==> config.mk <==
export PLATFORM = sky130hd
export DESIGN_NAME = execute_br_pipe
export DESIGN_NICKNAME = d
export VERILOG_FILES = /design/src/rtl/br_pkg.sv /design/src/rtl/br_compare.sv /design/src/rtl/execute_br_pipe.sv
export SDC_FILE = /design/constraint.sdc
export NUM_CORES = 1
export LEC_CHECK = 0
export ABC_AREA = 0
export BUFFER_PORTS_ARGS = -buffer_cell sky130_fd_sc_hd__buf_2
export CELL_PAD_IN_SITES_DETAIL_PLACEMENT = 0
export CELL_PAD_IN_SITES_GLOBAL_PLACEMENT = 1
export CORE_ASPECT_RATIO = 1.5
export CORE_MARGIN = 3
export CORE_UTILIZATION = 30
export CTS_CLUSTER_DIAMETER = 80
export DETAILED_ROUTE_END_ITERATION = 8
export GPL_ROUTABILITY_DRIVEN = 0
export PLACE_DENSITY_LB_ADDON = 0.3
export RECOVER_POWER = 50
export SLEW_MARGIN = 0
export SYNTH_ARGS = -nofsm -noshare
export SYNTH_HDL_FRONTEND = slang
export SYNTH_HIERARCHICAL = 1
export SYNTH_SLANG_ARGS = --single-unit
export TNS_END_PERCENT = 5
==> constraint.sdc <==
create_clock -name i_clk -period 5 [get_ports i_clk]
set_input_delay 1 -clock i_clk [delete_from_list [all_inputs] [get_ports i_clk]]
set_output_delay 1 -clock i_clk [all_outputs]
set_load 0.02 [all_outputs]
==> src/rtl/br_pkg.sv <==
// Shared opcode/condition constants and uop classification for the branch execution unit.
package br_pkg;

    localparam logic [6:0] OP_BRANCH = 7'b1100011;
    localparam logic [6:0] OP_JAL    = 7'b1101111;
    localparam logic [6:0] OP_JALR   = 7'b1100111;

    localparam logic [2:0] F3_EQ  = 3'b000;
    localparam logic [2:0] F3_NE  = 3'b001;
    localparam logic [2:0] F3_LT  = 3'b100;
    localparam logic [2:0] F3_GE  = 3'b101;
    localparam logic [2:0] F3_LTU = 3'b110;
    localparam logic [2:0] F3_GEU = 3'b111;

    typedef enum logic [1:0] {
        NONE,
        BRANCH,
        JAL,
        JALR
    } br_kind_t;

    function automatic br_kind_t decode_kind(input logic [6:0] uop);
        br_kind_t kind;
        kind = NONE;
        case (uop)
            OP_BRANCH: kind = BRANCH;
            OP_JAL:    kind = JAL;
            OP_JALR:   kind = JALR;
            default:   kind = NONE;
        endcase
        return kind;
    endfunction

endpackage

==> src/rtl/br_compare.sv <==
// Combinational B-type condition evaluation; reserved func3 encodings are never taken.
module br_compare
    import br_pkg::*;
#(
    parameter int XLEN = 32
) (
    input  logic [2:0]      func3,
    input  logic [XLEN-1:0] op1,
    input  logic [XLEN-1:0] op2,
    output logic            taken
);

    always_comb begin
        taken = 1'b0;
        case (func3)
            F3_EQ:   taken = (op1 == op2);
            F3_NE:   taken = (op1 != op2);
            F3_LT:   taken = ($signed(op1) < $signed(op2));
            F3_GE:   taken = ($signed(op1) >= $signed(op2));
            F3_LTU:  taken = (op1 < op2);
            F3_GEU:  taken = (op1 >= op2);
            default: taken = 1'b0;
        endcase
    end

endmodule

==> src/rtl/execute_br_pipe.sv <==
// Two-register branch/jump resolve unit: S1 input register, S2 resolution and link writeback
// register with backpressure, branch-mask kill/clear filtering and a saturating mispredict count.
module execute_br_pipe
    import br_pkg::*;
#(
    parameter int XLEN      = 32,
    parameter int WIDTH_BRM = 4,
    parameter int WIDTH_REG = 7,
    parameter int CNT_W     = 16
) (
    input  logic                 i_clk,
    input  logic                 i_rst,
    input  logic                 i_valid,
    output logic                 o_ready,
    input  logic [6:0]           i_uop,
    input  logic [2:0]           i_func3,
    input  logic                 i_rvc,
    input  logic [XLEN-1:0]      i_op1,
    input  logic [XLEN-1:0]      i_op2,
    input  logic [XLEN-1:0]      i_imm,
    input  logic [XLEN-1:0]      i_pc,
    input  logic [XLEN-1:0]      i_pc_pred,
    input  logic [WIDTH_BRM-1:0] i_brmask,
    input  logic [WIDTH_BRM-1:0] i_brtag,
    input  logic [WIDTH_REG-1:0] i_rd,
    input  logic [WIDTH_BRM-1:0] i_kill_mask,
    input  logic [WIDTH_BRM-1:0] i_clr_mask,
    output logic                 o_res_valid,
    output logic [WIDTH_BRM-1:0] o_res_tag,
    output logic                 o_brkill,
    output logic [XLEN-1:0]      o_redirect_pc,
    output logic                 o_wb_valid,
    input  logic                 i_wb_ready,
    output logic [WIDTH_REG-1:0] o_wb_addr,
    output logic [XLEN-1:0]      o_wb_data,
    output logic [CNT_W-1:0]     o_mispred_cnt
);

    typedef struct packed {
        logic                 valid;
        br_kind_t             kind;
        logic [2:0]           func3;
        logic                 rvc;
        logic [XLEN-1:0]      op1;
        logic [XLEN-1:0]      op2;
        logic [XLEN-1:0]      imm;
        logic [XLEN-1:0]      pc;
        logic [XLEN-1:0]      pc_pred;
        logic [WIDTH_BRM-1:0] brmask;
        logic [WIDTH_BRM-1:0] brtag;
        logic [WIDTH_REG-1:0] rd;
    } s1_t;

    s1_t                  s1_q, s1_d;
    logic                 res_valid_q, res_valid_d;
    logic                 brkill_q, brkill_d;
    logic [WIDTH_BRM-1:0] res_tag_q, res_tag_d;
    logic [XLEN-1:0]      redirect_q, redirect_d;
    logic                 wb_valid_q, wb_valid_d;
    logic [WIDTH_REG-1:0] wb_addr_q, wb_addr_d;
    logic [XLEN-1:0]      wb_data_q, wb_data_d;
    logic [WIDTH_BRM-1:0] wb_brmask_q, wb_brmask_d;
    logic [CNT_W-1:0]     cnt_q, cnt_d;

    logic                 stall, s1_killed, transfer, resolve, accept, taken;
    logic [XLEN-1:0]      link, target;
    logic [WIDTH_BRM-1:0] kill_eff;

    br_compare #(.XLEN(XLEN)) u_cmp (
        .func3 (s1_q.func3),
        .op1   (s1_q.op1),
        .op2   (s1_q.op2),
        .taken (taken)
    );

    assign stall     = wb_valid_q & ~i_wb_ready;
    assign o_ready   = ~(s1_q.valid & stall);
    assign accept    = i_valid & o_ready;
    assign s1_killed = |(s1_q.brmask & i_kill_mask);
    assign transfer  = s1_q.valid & ~stall & ~s1_killed;
    assign resolve   = transfer & (s1_q.kind != NONE);
    assign link      = s1_q.rvc ? XLEN'(2) : XLEN'(4);

    always_comb begin
        target = s1_q.pc + link;
        case (s1_q.kind)
            BRANCH:  target = taken ? (s1_q.pc + s1_q.imm) : (s1_q.pc + link);
            JAL:     target = s1_q.pc + s1_q.imm;
            JALR:    target = (s1_q.op1 + s1_q.imm) & ~XLEN'(1);
            default: target = s1_q.pc + link;
        endcase
    end

    always_comb begin
        res_valid_d = resolve;
        brkill_d    = resolve & (target != s1_q.pc_pred);
        res_tag_d   = resolve ? s1_q.brtag : res_tag_q;
        redirect_d  = resolve ? target : redirect_q;
        cnt_d       = (brkill_d && !(&cnt_q)) ? cnt_q + CNT_W'(1) : cnt_q;
        wb_valid_d  = 1'b0;
        wb_addr_d   = wb_addr_q;
        wb_data_d   = wb_data_q;
        wb_brmask_d = wb_brmask_q & ~i_clr_mask;
        // A held writeback can still be squashed by an older mispredict.
        if (stall) begin
            wb_valid_d = ~|(wb_brmask_q & i_kill_mask);
        end else if (resolve && (s1_q.kind == JAL || s1_q.kind == JALR) && s1_q.rd != '0) begin
            wb_valid_d  = 1'b1;
            wb_addr_d   = s1_q.rd;
            wb_data_d   = s1_q.pc + link;
            wb_brmask_d = s1_q.brmask & ~i_clr_mask;
        end
    end

    // A mispredict resolving this edge also squashes any dependent uop entering S1.
    assign kill_eff = i_kill_mask | (brkill_d ? s1_q.brtag : '0);

    always_comb begin
        s1_d        = s1_q;
        s1_d.brmask = s1_q.brmask & ~i_clr_mask;
        if (transfer || s1_killed) begin
            s1_d.valid = 1'b0;
        end
        if (accept) begin
            s1_d.valid   = ~|(i_brmask & kill_eff);
            s1_d.kind    = decode_kind(i_uop);
            s1_d.func3   = i_func3;
            s1_d.rvc     = i_rvc;
            s1_d.op1     = i_op1;
            s1_d.op2     = i_op2;
            s1_d.imm     = i_imm;
            s1_d.pc      = i_pc;
            s1_d.pc_pred = i_pc_pred;
            s1_d.brmask  = i_brmask & ~i_clr_mask;
            s1_d.brtag   = i_brtag;
            s1_d.rd      = i_rd;
        end
    end

    always_ff @(posedge i_clk) begin
        if (i_rst) begin
            s1_q        <= '0;
            res_valid_q <= 1'b0;
            brkill_q    <= 1'b0;
            res_tag_q   <= '0;
            redirect_q  <= '0;
            wb_valid_q  <= 1'b0;
            wb_addr_q   <= '0;
            wb_data_q   <= '0;
            wb_brmask_q <= '0;
            cnt_q       <= '0;
        end else begin
            s1_q        <= s1_d;
            res_valid_q <= res_valid_d;
            brkill_q    <= brkill_d;
            res_tag_q   <= res_tag_d;
            redirect_q  <= redirect_d;
            wb_valid_q  <= wb_valid_d;
            wb_addr_q   <= wb_addr_d;
            wb_data_q   <= wb_data_d;
            wb_brmask_q <= wb_brmask_d;
            cnt_q       <= cnt_d;
        end
    end

    assign o_res_valid   = res_valid_q;
    assign o_brkill      = brkill_q;
    assign o_res_tag     = res_tag_q;
    assign o_redirect_pc = redirect_q;
    assign o_wb_valid    = wb_valid_q;
    assign o_wb_addr     = wb_addr_q;
    assign o_wb_data     = wb_data_q;
    assign o_mispred_cnt = cnt_q;

endmodule

# After elaboration in Yosys (flattened, before gate mapping)
# Index checks and enable logic that the tools add are counted.
# Widths: inputs -> output; s select.
dict set report op_classes {
  n_shift 0
  magnitude_cmp 4
  bitwise_logic 19
  n_mul 0
  add_sub_neg 4
  n_reduce_logical 17
  muxes 12
  eq_ne 14
  div_mod_pow 0
}
# op count
set op_table {}
lappend op_table {{$mux 182} 1}
lappend op_table {{$pmux 32 s3} 1}
lappend op_table {{$add 32x32->32} 2}
lappend op_table {{$ge 32x32->1} 2}
lappend op_table {{$lt 32x32->1} 2}
lappend op_table {{$ne 32x32->1} 2}
lappend op_table {{$add 32x3->32} 1}
lappend op_table {{$eq 32x32->1} 1}
lappend op_table {{$mux 32} 1}
lappend op_table {{$and 4x4->4} 6}
lappend op_table {{$eq 7x7->1 const B} 3}
lappend op_table {{$add 16x1->16 const B} 1}
lappend op_table {{$reduce_and 16->1} 1}
lappend op_table {{$eq 3x3->1 const B} 4}
lappend op_table {{$mux 4} 3}
lappend op_table {{$reduce_or 4->1} 3}
lappend op_table {{$and 1x1->1} 7}
lappend op_table {{$reduce_bool 7->1} 1}
lappend op_table {{$pmux 1 s6} 1}
lappend op_table {{$pmux 2 s3} 1}
lappend op_table {{$eq 2x2->1 const B} 2}
lappend op_table {{$not 1->1} 4}
lappend op_table {{$not 4->4} 1}
lappend op_table {{$or 4x4->4} 1}
lappend op_table {{10 further kinds} 18}
dict set report word_totals {
  in_bits 198
  n_memories 0
  regBits 280
  rom_bits 0
  ramBits 0
  output_inout_bits 95
  elab_cells 91
  latch_bits 0
}

# Longest topological paths before layout
# Gate-level depths: netlist (run 1).
dict set report depth {
  depth_word 13
  mapped_depth 24
}

# Hierarchy
# The synthesis (run 1) kept the hierarchy.
# module area_per_inst_um2 cells_each n_inst seq_area_each_um2
set modules_own_cells {}
lappend modules_own_cells {execute_br_pipe 15610.0 2056 1 5605.4}
lappend modules_own_cells {br_compare 923.4 128 1 0.0}

# Worst setup path before layout (run 1)
# Ideal clock, no wire load.
dict set report synth_timing {
  path_kind {flip-flop to flip-flop}
  from {register s1_q[112] (netlist bit)}
  to {register cnt_q[4] (netlist: o_mispred_cnt[4])}
  n_path_buf 4
  setup_time_ns 0.121
  stages_incl_launch_ff 24
  setup_slack_ns 0.490
  period_less_slack_ns 4.510
  arrival_time_ns 4.389
  path_cell_list {dfxtp_1 -> inv_1 -> ha_1 -> nor2b_1 -> o211ai_1 -> a21oi_1 -> o311a_1 -> o311a_1 -> nor3_2 -> and2_1 -> clkbuf_1 -> nor2_1 -> clkbuf_1 -> a222oi_1 -> xor2_1 -> nand3_1 -> nor4_1 -> nand4_1 -> nor4_1 -> and4_1 -> buf_6 -> buf_12 -> nor3_2 -> mux2_4}
}
dict set report synth_between {
  elab_chain_len 7
}
# element line
set synth_lines {}
lappend synth_lines {{start: declaration} execute_br_pipe.sv:54} ;# s1_t s1_q, s1_d;
lappend synth_lines {{start signal: assignment} execute_br_pipe.sv:142} ;# s1_q <= '0;
lappend synth_lines {{start signal: assignment} execute_br_pipe.sv:153} ;# s1_q <= s1_d;
lappend synth_lines {{$ge 32x32->1 (tied with other cells)} br_compare.sv:21} ;# F3_GEU: taken = (op1 >= op2);
lappend synth_lines {{$pmux 1 s6 *} br_compare.sv:15} ;# case (func3)
lappend synth_lines {{named net taken} execute_br_pipe.sv:65} ;# logic stall, s1_killed, transfer, resolve, accept, taken;
lappend synth_lines {{$mux 32 *} execute_br_pipe.sv:87} ;# BRANCH: target = taken ? (s1_q.pc + s1_q.imm) : (s1_q.pc + link);
lappend synth_lines {{$pmux 32 s3 *} execute_br_pipe.sv:86} ;# case (s1_q.kind)
lappend synth_lines {{$ne 32x32->1 *} execute_br_pipe.sv:96} ;# brkill_d = resolve & (target != s1_q.pc_pred);
lappend synth_lines {{$and 1x1->1 *} execute_br_pipe.sv:96}
lappend synth_lines {{$logic_and 1x1->1 *} execute_br_pipe.sv:99} ;# cnt_d = (brkill_d && !(&cnt_q)) ? cnt_q + CNT_W'(1) : cnt_q;
lappend synth_lines {{end signal: assignment} execute_br_pipe.sv:162} ;# cnt_q <= cnt_d;
lappend synth_lines {{end: declaration} execute_br_pipe.sv:63} ;# logic [CNT_W-1:0] cnt_q, cnt_d;
# Mark *: on every way through the listed nets, which the timed path passes. The rest lies on a longest branch.
# A chain may end at the register's enable or synchronous reset.

# Final worst setup path (run 1)
dict set report layout_timing {
  from {register s1_q[117] (netlist bit)}
  to {register cnt_q[4] (netlist: o_mispred_cnt[4])}
}
# The elaborated chain is that of the path after synthesis.

==> parameters.txt, run 1 <==
Parameter                              Value

Synthesis
  Synthesized-area fraction occupied by and/or/nand/nor cells    0.2494
  Dominant combinational cell family by area after synthesis    simple AND/OR/NAND/NOR gates
  Biggest area consumer among synthesized cells    sky130_fd_sc_hd__dfxtp_1
  Sequential area share after synthesis    0.3390
  Unique cell type count in the Yosys netlist    94
  Average footprint of a synthesized cell    7.570 um^2
  Proportion of netlist area held by the largest area contributor    0.3390
  Number of nets in the synthesized netlist    2,481
  Share of the synthesized netlist area taken by xor and xnor gates    0.04768
  Async set-reset flop share out of synthesis    0
  Top cell types by occurrence after synthesis    480 x sky130_fd_sc_hd__nand2_1, 295 x sky130_fd_sc_hd__a21oi_1, 280 x sky130_fd_sc_hd__dfxtp_1
  Count of flip-flops with a built-in enable after synthesis    0
  Top cells by area in the synthesized netlist    sky130_fd_sc_hd__dfxtp_1 34%, sky130_fd_sc_hd__nand2_1 11%, sky130_fd_sc_hd__a21oi_1 8.9%
  Synthesized area    16,530 um^2
  Main flop type after synthesis    sky130_fd_sc_hd__dfxtp_1
  Synthesized flop and latch total    280
  Number of warnings printed during yosys synthesis    6
  Cell with the most instances after synthesis    sky130_fd_sc_hd__nand2_1
  Area share of fa/ha/maj cells after synthesis    0.07628
  Post-synthesis cell count    2,184
  Compound-Gate Fraction of Synth Area    0.2254
  Proportion of synthesized area in mux cells    0.01635

Setup path
  Worst path arrival time    5400 ps
  Most numerous cell on the critical path    sky130_fd_sc_hd__buf_4
  Delay of the slowest cell on the worst path    380 ps
  Startpoint class of the critical path    flip-flop
  Worst Path Max Fanout    12
  Critical path required time    5460 ps
  List of cells traversed by the critical path    inv_2 > ha_4 > nand4_1 > nor4_2 > buf_4 > buf_4 > a311oi_2 > a211o_2 > nor3_4 > and2_4 > or2_4 > buf_4 > nor2_1 > a221oi_2 > buf_4 > xor2_2 > o211ai_1 > nor4_2 > and4_4 > buf_12 > nor3_2 > mux2_4
  Startpoint-to-endpoint class of the critical path    reg -> reg
  Sort of element at the end of the critical path    flip-flop
  Slowest CP cell    sky130_fd_sc_hd__and4_4

STA
  Final clock period utilization by the worst path    0.9892
  Clk_skew    23.71 ps
  Setup Total Neg Slack    0 ps
  Peak Freq    0.2022 GHz
  Rel. slew slack    -0.9168
  Final setup violating endpoints    0
  Worst Tran Pin Value    2875 ps
  RSZ-0062 raised after global routing    yes
  Count of pins over their slew limit    175
  Count of endpoints failing hold in the final timing report    0
  Final critical-path required period    4946 ps

Cells and area
  Finished layout cell area    20,660 um^2
  Post-Route Utilization    0.3817
  Net count reported at finish    2,809
  Area grow syn2layout    24.99%
  Share of cells above drive strength 1    0.1965
  Final cell count without fillers    3,224

Run
  Reported max-cap violation count    4

Global routing
  Largest net degree at the start of global routing    155
  Residual overflow from global routing    0
  First-pass GRT wire length    97,540 um
  Vias in the first global route    16.58k
  Initial antenna violation count    3
  All-layer global routing usage    0.2143

Status
  Run status    finished with violations
  Violated checks    max-capacitance violations, max-slew violations

Die
  I/O pin total    293
  Starting density of the core    0.3054
  X dimension of the die    197.7 um
  Vertical extent of the die    293.5 um
  Number of cell rows    104
  Area of the die    58,020 um^2
  Area of the core    54,130 um^2

Place
  Input/output buffers    292
  Area after DPL    19,210 um^2
  Detailed placer's ending HPWL    50,860 um
  Placed cell count    3,143

Min path
  Min-Delay Path Class    reg -> reg

Routing
  Number of nets with antenna violations after routing    0
  Routed len/inst    20.24 um
  WL final    65,250 um
  Pre-Repair DR Iteration Count    5
  Detail-routed via count per cell    5.245
  DRC Markers    0
  Iteration-0 DRC Markers    1,093
  Detailed-route via count    16.91k

Clock network
  H-tree depth    1
  Count of clock tree sinks    280
  Worst-skew pair later-pin latency    580 ps
  Clock root buffer    sky130_fd_sc_hd__clkbuf_16
  Count of hold buffers inserted by post-cts repair    0
  Number of buffers on the longest clock path    3
  Total clock buffers created by CTS    31
  Clk pin slew, worst setup/hold paths    60 ps
  Clock tree from TritonCTS    done

Pwr
  Pwr Density    267.2 nW/um^2
  Worst supply voltage drop on vdd    0.0001771 V
  Standby leakage power    8.071 nW
-- layout by cell type (no fill, tap or decap), types with 31 or more instances in the layout --
| cell type | n |
|---|---|
| sky130_fd_sc_hd__buf_2 | 197 |
| sky130_fd_sc_hd__o21ai_0 | 48 |
| sky130_fd_sc_hd__a21oi_1 | 291 |
| sky130_fd_sc_hd__nor3_1 | 51 |
| sky130_fd_sc_hd__inv_1 | 50 |
| sky130_fd_sc_hd__clkbuf_1 | 105 |
| sky130_fd_sc_hd__buf_4 | 117 |
| sky130_fd_sc_hd__xor2_1 | 37 |
| sky130_fd_sc_hd__nand2_1 | 480 |
| sky130_fd_sc_hd__clkbuf_16 | 31 |
| sky130_fd_sc_hd__a211oi_1 | 54 |
| sky130_fd_sc_hd__nand4_1 | 48 |
| sky130_fd_sc_hd__nand3_1 | 50 |
| sky130_fd_sc_hd__nor2_1 | 154 |
| sky130_fd_sc_hd__ha_1 | 87 |
| sky130_fd_sc_hd__xnor2_1 | 50 |
| sky130_fd_sc_hd__dfxtp_1 | 269 |
-- final timing paths --
check / slack, ps / depth (start not counted) / endpoint / start
worst max-delay path: 50 / 22 / o_mispred_cnt[4] / s1_q[117]
worst min-delay path: 450 / 2 / o_wb_addr[0] / o_wb_addr[0]
worst max register to register: 50 / 22 / o_mispred_cnt[4] / s1_q[117]
worst min register to register: 450 / 2 / o_wb_addr[0] / o_wb_addr[0]
-- worst max-delay path: cells and delay by family, from the launching register on --
kind | cells | cell delay [ps]
fa+ha+maj | 1 | 260
mux | 1 | 310
compound gates | 4 | 810
flops | 1 | 330
simple gates | 9 | 2030
buf+inv | 6 | 890
xor+xnor | 1 | 190
-- routing by layer --
layer | up-vias | routed length (um) | GRT usage | share of wire
li1 | 8393 | - | - | -
met1 | 7889 | 28070 | 0.2736 | 0.43
met2 | 532 | 31650 | 0.3758 | 0.49
met3 | 95 | 3371 | 0.02546 | 0.052
met4 | 2 | 2149 | 0.06806 | 0.033
met5 | - | 13 | 0 | 0.00020
-- power by group --
part / total (W) / switching [W] / internal (W)
Combinational: 0.000890 / 0.000525 / 0.000364
Sequential: 0.00240 / 0.0000874 / 0.00231
Clock: 0.00223 / 0.000966 / 0.00127
-- repair_timing --
action,in CTS,in global routing
pin swaps,15,29
endpoints found under the hold margin,0,0
resized for setup,37,41
setup buffers,15,9
endpoints found under the setup margin,18,18
cloned,2,0
-- flip-flops by register name (all words and copies together), names as in the netlist --
signal	flops
o_wb_addr	7
o_res_valid	1
wb_brmask_q	4
o_redirect_pc	32
o_wb_valid	1
o_res_tag	4
o_wb_data	32
o_mispred_cnt	16
s1_q	182
o_brkill	1
-- cells by family (layout without fill, tap and decap cells) --
family	after synthesis	after routing
and+or+nand+nor	915	915
AOI/OAI and AO/OA	591	591
DFF	280	280
buffers and inverters	184	534
adders and majority gates	99	99
xor gates and xnor gates	90	90
muxes	25	25
other	0	1
-- per-stage QoR --
step	worst slack (ps)	power, W	hold slack [ps]
finish	53.77	0.005521	454.1
global route	-170.9	0.005770	469.8
CTS	-8.342	0.005569	453.5
detailed placement	-255.3	0.003285	445.2
global placement	-238.2	0.003278	442.1
floorplan	490.2	0.002923	436.3
-- final cells by class --
cell class | instances | area, um^2
Inverter | 54 | 202.7
Fill cell | 5825 | 33470
Multi-Input combinational cell | 1720 | 10550
Tap cell | 689 | 862.1
Clock inverter | 11 | 97.59
Timing Repair Buffer | 425 | 2459
Sequential cell | 280 | 5619
Clock buffer | 44 | 874.6
Antenna cell | 1 | 2.502
No activity file was read; power rests on OpenSTA's default activity.
==> run 2: changes to the inputs <==
--- a/config.mk
+++ b/config.mk
@@ -6,12 +6,12 @@
 export NUM_CORES = 1
 export LEC_CHECK = 0
 export ABC_AREA = 0
-export BUFFER_PORTS_ARGS = -buffer_cell sky130_fd_sc_hd__buf_2
+export BUFFER_PORTS_ARGS = -buffer_cell sky130_fd_sc_hd__buf_4
 export CELL_PAD_IN_SITES_DETAIL_PLACEMENT = 0
 export CELL_PAD_IN_SITES_GLOBAL_PLACEMENT = 1
 export CORE_ASPECT_RATIO = 1.5
 export CORE_MARGIN = 3
-export CORE_UTILIZATION = 30
+export CORE_UTILIZATION = 34
 export CTS_CLUSTER_DIAMETER = 80
 export DETAILED_ROUTE_END_ITERATION = 8
 export GPL_ROUTABILITY_DRIVEN = 0
==> parameters.txt, run 2 (synthesis results as in run 1) <==
Parameter                              Value

Status
  Run status    finished with violations
  Violated checks    max-capacitance violations, max-slew violations, negative setup slack

Die
  I/O pin total    293 (unchanged)
  Vertical extent of the die    276.1 um (-5.9%)
  Area of the die    51,360 um^2 (-11%)
  Number of cell rows    98 (-5.8%)
  X dimension of the die    186.1 um (-5.9%)
  Area of the core    47,820 um^2 (-12%)
  Starting density of the core    0.3457 (+0.04031)

STA
  Final clock period utilization by the worst path    1.006 (+0.01661)
  Worst Setup Slack, final    -29.29 ps (-83.06 ps)
  RSZ-0062 raised after global routing    yes
  Rel. slew slack    -0.8365 (+0.08028)
  Peak Freq    0.1988 GHz (-1.7%)
  Final critical-path required period    5029 ps (+83.06 ps)
  Count of pins over their slew limit    182 (+4.0%)
  Clk_skew    21.01 ps (-2.693 ps)
  Count of endpoints failing hold in the final timing report    0 (unchanged)
  Worst Tran Pin Value    2755 ps (-120.4 ps)
  Final setup violating endpoints    6 (+6)

Cells and area
  Leading cell type in the layout, fill and taps excluded    sky130_fd_sc_hd__nand2_1
  Final cell count without fillers    3,102 (-3.8%)
  Area grow syn2layout    26.40%
  Top register by number of flip-flops    s1_q
  Share of cells above drive strength 1    0.1878 (-0.008678)
  Top library cells by usage in the layout, fill and taps aside    480 x sky130_fd_sc_hd__nand2_1, 291 x sky130_fd_sc_hd__a21oi_1, 280 x sky130_fd_sc_hd__buf_4, 269 x sky130_fd_sc_hd__dfxtp_1, 154 x sky130_fd_sc_hd__nor2_1
  Antenna diodes    0 (-1)
  Net count reported at finish    2,775 (-1.2%)
  Number of flip-flops under the largest register name    182 (unchanged)

Pwr
  Pwr Density    269.9 nW/um^2 (+1.0%)
  Overall power of the completed layout    0.005640 W (+2.2%)
  Worst supply voltage drop on vdd    0.0002323 V (+31%)
  Standby leakage power    8.104 nW (+0.40%)

Clock network
  Clock tree from TritonCTS    done
  Number of buffers on the longest clock path    3 (unchanged)
  Worst-skew pair later-pin latency    580 ps (about the same)
  Clock root buffer    sky130_fd_sc_hd__clkbuf_16
  Total clock buffers created by CTS    30 (-3.2%)
  H-tree depth    1 (unchanged)
  Count of clock tree sinks    280 (unchanged)
  Clk pin slew, worst setup/hold paths    60 ps (about the same)

Min path
  Min-Delay Path Class    reg -> reg

Routing
  Number of nets with antenna violations after routing    0 (unchanged)
  DRC Markers    0 (unchanged)
  Detailed-route via count    16.82k (-0.57%)
  Pre-Repair DR Iteration Count    5 (unchanged)
  Iteration-0 DRC Markers    1,000 (-8.5%)
  Routed len/inst    19.83 um (-2.0%)
  Detail-routed via count per cell    5.421 (+3.3%)
  WL final    61,500 um (-5.8%)

Setup path
  Critical path required time    5500 ps (+40 ps)
  Sort of element at the end of the critical path    flip-flop
  Startpoint-to-endpoint class of the critical path    reg -> reg
  Startpoint class of the critical path    flip-flop
  Worst path arrival time    5530 ps (+130 ps)
  Worst Path Max Fanout    11 (-1)

Global routing
  Vias in the first global route    16.72k (+0.83%)
  Residual overflow from global routing    0 (unchanged)
  Initial antenna violation count    1 (-2)
  Largest net degree at the start of global routing    149 (-3.9%)
  First-pass GRT wire length    93,090 um (-4.6%)
  All-layer global routing usage    0.2282 (+0.01390)

Place
  Detailed placer's ending HPWL    47,650 um (-6.3%)
  Input/output buffers    292 (unchanged)
  Placed cell count    3,033 (-3.5%)

Run
  Reported max-cap violation count    4 (unchanged)
==> run 2: cell count changes in the layout (fill, tap and decap cells not counted), moves of 3 or more <==
cell,delta
sky130_fd_sc_hd__buf_2,-197
sky130_fd_sc_hd__buf_4,+163
sky130_fd_sc_hd__clkbuf_1,-5
sky130_fd_sc_hd__ha_1,-5
sky130_fd_sc_hd__ha_4,+5
sky130_fd_sc_hd__inv_6,+3
==> run 2: layout make-up <==
| class | count | area (um^2) |
|---|---|---|
| Fill cell | 5025 | 26920 |
| Multi-Input combinational cell | 1720 | 10590 |
| Sequential cell | 280 | 5619 |
| Timing Repair Buffer | 392 | 2705 |
| Clock buffer | 42 | 887.1 |
| Tap cell | 600 | 750.7 |
| Inverter | 54 | 202.7 |
| Clock inverter | 14 | 142.6 |
==> run 2: power breakdown <==
part / switching (W) / internal [W] / total, W
Combinational: 0.000517 / 0.000394 / 0.000910
Sequential: 0.0000893 / 0.00231 / 0.00240
Clock: 0.000981 / 0.00135 / 0.00233
==> run 2: path summary, 6_finish.rpt <==
kind,to,slack [ps],start,depth (start not counted)
min,s1_q[112],450,s1_q[112],2
min reg2reg,s1_q[112],450,s1_q[112],2
max reg2reg,o_mispred_cnt[7],-30,s1_q[116],23
max,o_mispred_cnt[7],-30,s1_q[116],23
==> run 2: layer usage <==
metal | track usage | part of all wire
met3 | 0.02501 | 0.050
met2 | 0.3974 | 0.48
met1 | 0.2812 | 0.42
met5 | 0 | 0.00020
met4 | 0.1001 | 0.050
==> run 2: worst max-delay path: stages (launching register included) <==
cell	delay [ps]
sky130_fd_sc_hd__dfxtp_2	320
sky130_fd_sc_hd__inv_1	60
sky130_fd_sc_hd__ha_4	260
sky130_fd_sc_hd__nand4_1	220
sky130_fd_sc_hd__nor4_4	370
sky130_fd_sc_hd__buf_4	170
sky130_fd_sc_hd__buf_6	90
sky130_fd_sc_hd__a311oi_1	80
sky130_fd_sc_hd__a211o_2	310
sky130_fd_sc_hd__nor3_4	240
sky130_fd_sc_hd__and2_4	260
sky130_fd_sc_hd__or2_4	240
sky130_fd_sc_hd__buf_12	160
sky130_fd_sc_hd__o211ai_1	110
sky130_fd_sc_hd__a311oi_2	400
sky130_fd_sc_hd__xor2_1	140
sky130_fd_sc_hd__o211ai_1	140
sky130_fd_sc_hd__nor4_1	90
sky130_fd_sc_hd__buf_4	130
sky130_fd_sc_hd__and4_4	230
sky130_fd_sc_hd__buf_12	140
sky130_fd_sc_hd__buf_16	140
sky130_fd_sc_hd__or4_1	520
sky130_fd_sc_hd__a21oi_2	140
==> run 2: repair_timing <==
item / CTS / global route
hold buffers: 0 / 0
setup endpoints to repair: 18 / 18
buffers inserted: 11 / 4
cloned: 2 / 0
gates resized for setup: 41 / 40
pin swaps: 18 / 29
==> run 2: per-stage QoR <==
stage	hold WS, ps	utilization	setup slack (ps)	cell area (um^2)	setup TNS, ps
2_1_floorplan	436.3	-	490.2	16530	0
3_3_place_gp	443.6	0.4112	-303.1	19670	-3969
3_5_place_dp	448.1	0.4112	-451.4	19670	-6718
4_1_cts	454.9	0.4407	1.601	21070	0
5_1_grt	468.2	0.4370	-190.7	20900	-2977
6_report	453.3	0.4370	-29.29	20900	-69.06
